<file path="src/rtl/elevator_fsm.sv">
// rtl/elevator_fsm.sv - four-floor elevator controller with latched hall/cabin calls
//
// Purpose: latches hall calls (SW[3:0]) and cabin calls (KEY[3:0], active-low)
// into a pending register and runs a direction-preserving FSM that moves the
// car one floor per MOVE_CYCLES clocks and holds the door for DOOR_CYCLES.
//
// Ports:
//   CLOCK_50  in   system clock, rising edge
//   SW[17:0]  in   SW[17] sync active-high reset, SW[3:0] hall calls floors 4..1
//   KEY[3:0]  in   cabin calls, active-low, KEY[0] = floor 1
//   HEX0[6:0] out  active-low {g,f,e,d,c,b,a} current floor digit
//   LEDG[8:0] out  [3:0] floor one-hot, [4] up, [5] down, [6] door, [7] idle, [8] pending
//   LEDR[3:0] out  pending requests, floors 4..1
//
// Option macro: ELEVATOR_INPUT_SYNC_EN adds a 2-flop synchronizer on KEY and
// SW[3:0] ahead of the request latch (reset SW[17] is never synchronized).

module elevator_fsm #(
   parameter int MOVE_CYCLES = 50,
   parameter int DOOR_CYCLES = 100
) (
   input  logic        CLOCK_50,
   input  logic [17:0] SW,
   input  logic [3:0]  KEY,
   output logic [6:0]  HEX0,
   output logic [8:0]  LEDG,
   output logic [3:0]  LEDR
);

   localparam int CNT_MAX = (MOVE_CYCLES > DOOR_CYCLES) ? MOVE_CYCLES : DOOR_CYCLES;
   localparam int CW      = (CNT_MAX > 1) ? $clog2(CNT_MAX) : 1;
   localparam logic [CW-1:0] MOVE_LOAD = CW'(MOVE_CYCLES - 1);
   localparam logic [CW-1:0] DOOR_LOAD = CW'(DOOR_CYCLES - 1);

   localparam logic [1:0] S_IDLE      = 2'd0;
   localparam logic [1:0] S_MOVE_UP   = 2'd1;
   localparam logic [1:0] S_MOVE_DOWN = 2'd2;
   localparam logic [1:0] S_DOOR_OPEN = 2'd3;

   localparam logic DIR_UP   = 1'b0;
   localparam logic DIR_DOWN = 1'b1;

   wire rst = SW[17];

   logic unused_sw;
   assign unused_sw = ^SW[16:4];

   logic [1:0]    state_q, state_d;
   logic [1:0]    floor_q, floor_d;
   logic          dir_q, dir_d;
   logic [3:0]    pending_q, pending_d;
   logic [CW-1:0] cnt_q, cnt_d;
   logic [3:0]    req;
   logic [3:0]    clr;

`ifdef ELEVATOR_INPUT_SYNC_EN
   logic [3:0] key_s1_q, key_s2_q;
   logic [3:0] sw_s1_q, sw_s2_q;

   always_ff @(posedge CLOCK_50) begin
      if (rst) begin
         key_s1_q <= 4'hF;
         key_s2_q <= 4'hF;
         sw_s1_q  <= 4'h0;
         sw_s2_q  <= 4'h0;
      end else begin
         key_s1_q <= KEY;
         key_s2_q <= key_s1_q;
         sw_s1_q  <= SW[3:0];
         sw_s2_q  <= sw_s1_q;
      end
   end

   assign req = ~key_s2_q | sw_s2_q;
`else
   assign req = ~KEY | SW[3:0];
`endif

   // Bits strictly above / strictly below floor f.
   function automatic logic [3:0] above_mask(input logic [1:0] f);
      return 4'(4'b1110 << f);
   endfunction

   function automatic logic [3:0] below_mask(input logic [1:0] f);
      return 4'((4'b0001 << f) - 4'd1);
   endfunction

   logic [1:0] floor_next;
   logic       req_above, req_below, ahead_after_move;

   always_comb begin
      req_above = |(pending_q & above_mask(floor_q));
      req_below = |(pending_q & below_mask(floor_q));
      // Saturating step; the FSM only moves toward existing requests anyway.
      if (state_q == S_MOVE_UP) begin
         floor_next       = (floor_q == 2'd3) ? 2'd3 : floor_q + 2'd1;
         ahead_after_move = |(pending_q & above_mask(floor_next));
      end else begin
         floor_next       = (floor_q == 2'd0) ? 2'd0 : floor_q - 2'd1;
         ahead_after_move = |(pending_q & below_mask(floor_next));
      end
   end

   always_comb begin
      state_d = state_q;
      floor_d = floor_q;
      dir_d   = dir_q;
      cnt_d   = cnt_q;
      clr     = 4'b0000;
      case (state_q)
         S_IDLE: begin
            if (pending_q[floor_q]) begin
               state_d = S_DOOR_OPEN;
               clr     = 4'(4'b0001 << floor_q);
               cnt_d   = DOOR_LOAD;
            end else if ((dir_q == DIR_UP && req_above) || (dir_q == DIR_DOWN && req_below)) begin
               state_d = (dir_q == DIR_UP) ? S_MOVE_UP : S_MOVE_DOWN;
               cnt_d   = MOVE_LOAD;
            end else if (dir_q == DIR_UP && req_below) begin
               dir_d   = DIR_DOWN;
               state_d = S_MOVE_DOWN;
               cnt_d   = MOVE_LOAD;
            end else if (dir_q == DIR_DOWN && req_above) begin
               dir_d   = DIR_UP;
               state_d = S_MOVE_UP;
               cnt_d   = MOVE_LOAD;
            end
         end
         S_MOVE_UP, S_MOVE_DOWN: begin
            if (cnt_q != '0) begin
               cnt_d = cnt_q - 1'b1;
            end else begin
               floor_d = floor_next;
               if (pending_q[floor_next]) begin
                  state_d = S_DOOR_OPEN;
                  clr     = 4'(4'b0001 << floor_next);
                  cnt_d   = DOOR_LOAD;
               end else if (ahead_after_move) begin
                  cnt_d = MOVE_LOAD;
               end else begin
                  state_d = S_IDLE;
               end
            end
         end
         default: begin
            // Door open: calls for this floor are swallowed and extend the door.
            clr = 4'(4'b0001 << floor_q);
            if (req[floor_q]) begin
               cnt_d = DOOR_LOAD;
            end else if (cnt_q == '0) begin
               state_d = S_IDLE;
            end else begin
               cnt_d = cnt_q - 1'b1;
            end
         end
      endcase
      pending_d = (pending_q | req) & ~clr;
   end

   always_ff @(posedge CLOCK_50) begin
      if (rst) begin
         state_q   <= S_IDLE;
         floor_q   <= 2'd0;
         dir_q     <= DIR_UP;
         pending_q <= 4'b0000;
         cnt_q     <= '0;
      end else begin
         state_q   <= state_d;
         floor_q   <= floor_d;
         dir_q     <= dir_d;
         pending_q <= pending_d;
         cnt_q     <= cnt_d;
      end
   end

   always_comb begin
      case (floor_q)
         2'd0:    HEX0 = 7'b1111001;
         2'd1:    HEX0 = 7'b0100100;
         2'd2:    HEX0 = 7'b0110000;
         default: HEX0 = 7'b0011001;
      endcase
   end

   assign LEDG = {|pending_q,
                  state_q == S_IDLE,
                  state_q == S_DOOR_OPEN,
                  state_q == S_MOVE_DOWN,
                  state_q == S_MOVE_UP,
                  4'(4'b0001 << floor_q)};
   assign LEDR = pending_q;

endmodule

</file>
<file path="config.mk">
export PLATFORM = sky130hd
export DESIGN_NAME = elevator_fsm
export DESIGN_NICKNAME = d
export VERILOG_FILES = /design/src/rtl/elevator_fsm.sv
export SDC_FILE = /design/constraint.sdc
export NUM_CORES = 1
export LEC_CHECK = 0
export CORE_MARGIN = 2
export CORE_UTILIZATION = 45
export DETAILED_ROUTE_END_ITERATION = 10
export PLACE_DENSITY_LB_ADDON = 0.12
export SLEW_MARGIN = 20
export SYNTH_ARGS = -nofsm -noshare
export SYNTH_HDL_FRONTEND = slang
export SYNTH_SLANG_ARGS = --single-unit
</file>
<file path="constraint.sdc">
create_clock -name CLOCK_50 -period 8.25 [get_ports CLOCK_50]
set_input_delay 1.65 -clock CLOCK_50 [delete_from_list [all_inputs] [get_ports CLOCK_50]]
set_output_delay 1.65 -clock CLOCK_50 [all_outputs]
set_load 0.005 [all_outputs]
</file>
# Yosys cells after proc, flatten, opt, wreduce, memory -nomap -nowiden
# Cells that the tools add are included.
[totals]
ramBits = 0
inputBits = 23
romBits = 0
latchBits = 0
mem_count = 0
elab_cells = 101
output_inout_bits = 20
ff_bits = 16
[classes]
n_eq_ne = 12
n_reduce_logical = 21
shifts = 5
order_cmp = 2
n_mux = 38
multipliers = 0
n_addsub = 5
div_mod_pow = 0
bitwise = 13
[ops]
columns = ["cell", "count"]
rows = [
  ["$mux W7", 9],
  ["$mux W2", 13],
  ["$pmux W7 S3", 1],
  ["$and A4 B4 Y4", 5],
  ["$reduce_or A4 Y1", 5],
  ["$pmux W7 S2", 1],
  ["$mux W4", 3],
  ["$shl A1 B2 Y4 const A", 3],
  ["$eq A2 B2 Y1 const B", 4],
  ["$not A4 Y4", 2],
  ["$or A4 B4 Y4", 2],
  ["$pmux W4 S2", 1],
  ["$shl A4 B2 Y4 const A", 2],
  ["$sub A4 B1 Y4 const B", 2],
  ["$logic_not A7 Y1", 1],
  ["$reduce_bool A7 Y1", 1],
  ["$sub A7 B1 Y7 const B", 1],
  ["$bmux W1 S2", 3],
  ["$lt A2 B3 Y1 const B", 2],
  ["$mux W1", 6],
  ["$ne A5 B1 Y1 const B", 1],
  ["$reduce_and A5 Y1", 1],
  ["$eq A2 B1 Y1 const B", 2],
  ["$logic_and A1 B1 Y1", 4],
  ["other kinds (17)", 21],
]

# Longest topological paths before layout
[depth]
ltp_word = 11
mapped_depth = 11
depth_no_buf = 9

# Worst setup path before layout
# No wires, ideal clock.
[synth_timing]
path_kind = "input -> register"
start = "input KEY[3]"
end = "register cnt_q[5]"
t_required_ns = 8.180
slack_ns = 5.036
stages = 7
setup_ns = 0.070
arrival_ns = 3.143
n_path_buf = 1
cell_sequence = "nor2b_1 -> mux4_2 -> nand3_1 -> o311ai_4 -> clkbuf_8 -> or3_1 -> a21oi_1"
[synth_between]
elab_chain_len = 6
elab_cells_between_ends = 8
cone_classes = "1 x eq/ne; 4 x mux; 2 x bitwise; 1 x reduce/logical"
[synth_lines]
columns = ["element", "line", "text"]
rows = [
  ["from (decl)", "24", "input logic [3:0] KEY,"],
  ["$not A4 Y4 (*)", "76", "assign req = ~KEY | SW[3:0];"],
  ["$or A4 B4 Y4 (*)", "76", ""],
  ["$bmux W1 S2 (*)", "148", "if (req[floor_q]) begin"],
  ["$mux W1 (implied by the code) (*)", "148", ""],
  ["$ne A4 B3 Y1 (no line) / $mux W7 (equally long branches)", "n/a", ""],
  ["$reduce_and A3 Y1 (no line) / $pmux W7 S2 (equally long branches)", "n/a", ""],
  ["to (signal assigned)", "172", "cnt_q <= cnt_d;"],
  ["to (decl)", "52", "logic [CW-1:0] cnt_q, cnt_d;"],
]
# Every way passes the cells marked *; elsewhere a longest branch is shown, timed or not. The select of a mux whose other input is x is not followed.
# A chain may end at the register's enable or synchronous reset.

# Worst setup path after layout
[layout_timing]
start = "register floor_q[0]"
end = "output HEX0[0]"
[layout_between]
elab_chain_len = 2
elab_cells_between_ends = 4
cone_classes = "2 x eq/ne; 1 x mux; 1 x reduce/logical"
[layout_lines]
columns = ["element", "line", "text"]
rows = [
  ["from (decl)", "49", "logic [1:0] floor_q, floor_d;"],
  ["from (signal assigned)", "169", "floor_q <= floor_d;"],
  ["$eq A2 B2 Y1, or another cell as far along", "177", "case (floor_q)"],
  ["$pmux W7 S3 (*)", "177", ""],
  ["to (decl)", "25", "output logic [6:0] HEX0,"],
]
# Every way passes the cells marked *; elsewhere a longest branch is shown, timed or not.

==> metrics <==
mux share of post-synthesis cell area 8.85%; H-tree depth 1; Seq pwr share 23.3%; GPL Wtd Cong 0.825; Adder-Cell Fraction of Synth Area 10.4%; Tmin final 3520 ps; switching part of the total between 40% and 50%; commonest cells after routing, fill and taps aside 28 x clkdlybuf4s50_1, 23 x nor2_1, 16 x dfxtp_1, 16 x a21oi_1, 14 x nand2_1; mean post-synth cell area approximately 7.9 sq um; clk sinks 16; worst vdd rail ir drop 0.202 mV; largest buffer count on any clock path 2; synthesized instance count 183; RSZ-0062 raised after global routing no; PortBufs 28; fin nets 240; final hold viol count 0; critical path data arrival time 1870 ps; register area roughly 320 sq um; Pleak 0.687 nW; Slew @ Worst Pin around 650 ps; Unique masters post-synth 48; # rows 20; vias in the first global route 1,317; dpl cell area 1700 sq um; status completed; #FFs+latches synth 16; WS Path Type reg2out; largest net degree at the start of global routing 18; critical path peak fanout 8; drt drc 0; Combinational Power Share between 60% and 70%; setup TNS 0 ps; CTS tree built; Final period util between 40% and 50%; Synth warnings 0; Starting DRT DRC Count 48; Resized cells post-CTS 0; Critical Path End Type output pin; layout cells sized above 1 6.86%; Horiz. Die Dim 60.6 um; commonest non-fill, non-tap cell in the layout clkdlybuf4s50_1; simple-gate share of the synthesized area 25.5%; Clk pin slew, worst setup/hold paths between 100 and 150 ps; Critical Path RT between 6000 and 7000 ps; Main synth FF type dfxtp_1; Final Max Slew Viols 0; post-route ant nets 0; FF-to-FF path depth 7; clock latency on the worst-skew pair roughly 290 ps; net load switching power 0.000265 W; final instance area about 1700 sq um; Total Wirelength 3.60 mm; Max Fclk 284 MHz; Overflow after GRT 0; I/O pins 43; Synth Area in XOR/XNOR 0.608%; Post-Route Skew 16.2 ps; Antenna Diode Count 0; first-pass GRT wire length 5.76 mm; drt pass-1 iters 4; Post-DP HPWL ~2.8 mm; via count 1,393; Worst slew margin 55.4%; die height 60.6 um; number of enable flip-flop cells after synthesis 0; register area share after synthesis 22.2%; routed len/inst 14.5 um; hold depth 2; full die area 3670 sq um; initial core utilization 47.2%; final setup violation count 0; initial antenna violation count 0; Avg Vias per Cell 5.62; Mapped Nets about 220; synthesized area 1440 sq um; startpoint types register; area taken by multi-input logic gates between 900 and 1000 sq um; TritonCTS Buffers 3; clk root buf clkbuf_4; number of max-cap violations 0; cell internal pwr 0.000295 W; Synth Area in Compound Gates 23.1%; pwr dens 323 nW/um^2; hold-fix buffers at CTS 0; Min-Delay Path Class reg2reg; core footprint 3050 sq um; GRT Total Usage 20.9%; filler cell count between 200 and 300; clock power share a little under a tenth; ys async rst share 0%; post-CTS setup buffers 0; main combinational cell family by area after synthesis simple AND/OR/NAND/NOR gates; Synth-to-Final Area Change 20.1%
-- per-layer routing --
layer	GRT usage, %	vias up	share of wire [%]
li1	-	685	-
met1	27.2	663	45
met2	36.9	43	50
met3	3.20	2	4.2
met4	3.73	0	0.53
met5	0	-	0
-- stage by stage --
stage	utilization (%)	cells	hold slack (ps)	worst slack [ps]	total power (W)
global route	56.7	248	541	4600	0.000612
global placement	55.5	244	469	4470	0.000494
detailed placement	55.5	244	491	4440	0.000506
floorplan	-	183	450	5040	0.000414
finish	56.7	248	505	4730	0.000560
CTS	56.7	248	509	4700	0.000561
-- cells in the mapped netlist (2+ instances only) --
| cell type | count | area share, % |
|---|---|---|
| nor2_1 | 23 | 6.0 |
| a21oi_1 | 16 | 5.6 |
| dfxtp_1 | 16 | 22 |
| nand2_1 | 14 | 3.6 |
| inv_1 | 13 | 3.4 |
| ha_1 | 12 | 10 |
| o21ai_0 | 10 | 3.5 |
| nor2b_1 | 8 | 3.5 |
| mux2i_1 | 6 | 4.2 |
| nor3_1 | 6 | 2.1 |
| buf_4 | 4 | 2.1 |
| nand3_1 | 4 | 1.4 |
| a31oi_1 | 3 | 1.3 |
| nand2b_1 | 3 | 1.3 |
| or3_1 | 3 | 1.3 |
| a2111oi_0 | 2 | 1.2 |
| a21o_1 | 2 | 1.0 |
| a221o_1 | 2 | 1.4 |
| buf_2 | 2 | 0.69 |
| clkbuf_4 | 2 | 1.0 |
| mux4_2 | 2 | 3.1 |
| o21a_1 | 2 | 1.0 |
| o22ai_1 | 2 | 0.87 |
| or4_1 | 2 | 1.0 |
-- logic make-up after synthesis --
family,after synthesis
XOR/XNOR,1
buffers and inverters,24
flip-flops,16
AND/OR/NAND/NOR,71
AO/OA/AOI/OAI,49
other,1
adder cells (fa/ha/maj),12
multiplexers,9
-- flip-flops by register name, indices dropped and copies added, names as in the netlist --
name and cells:
cnt_q 7, LEDR 4, floor_q 2, state_q 2, dir_q 1
-- final timing paths --
kind                            startpoint        to  slack (ps)
worst max-delay path            floor_q[0]   HEX0[0]        4730
worst min-delay path              cnt_q[1]  cnt_q[1]         510
worst max register to register  floor_q[0]  cnt_q[3]        5190
worst min register to register    cnt_q[1]  cnt_q[1]         510
-- power by group through the flow --
| stage | clock network [W] | registers (W) | logic, W |
|---|---|---|---|
| after detailed placement | 0 | 0.000132 | 0.000374 |
| after global placement | 0 | 0.000131 | 0.000363 |
| after floorplan | 0 | 0.000124 | 0.000290 |
| after CTS | 0.0000553 | 0.000130 | 0.000375 |
| after global routing | 0.0000605 | 0.000134 | 0.000417 |
| final | 0.0000540 | 0.000131 | 0.000375 |
-- final cells by class --
type,instances,share of cell area (%)
clock buffers,4,2.10
inverters,13,2.82
multi-input cells,143,57.2
flip-flops and latches,16,18.5
well taps,44,3.18
repair buffers,28,16.2
-- worst max-delay path, stage by stage (launching register included) --
cell             delay, ps
dfxtp_1                570
inv_1                  150
ha_1                   310
inv_1                   60
clkdlybuf4s50_1        500
Note: power is estimated with default switching activity, not from simulation.
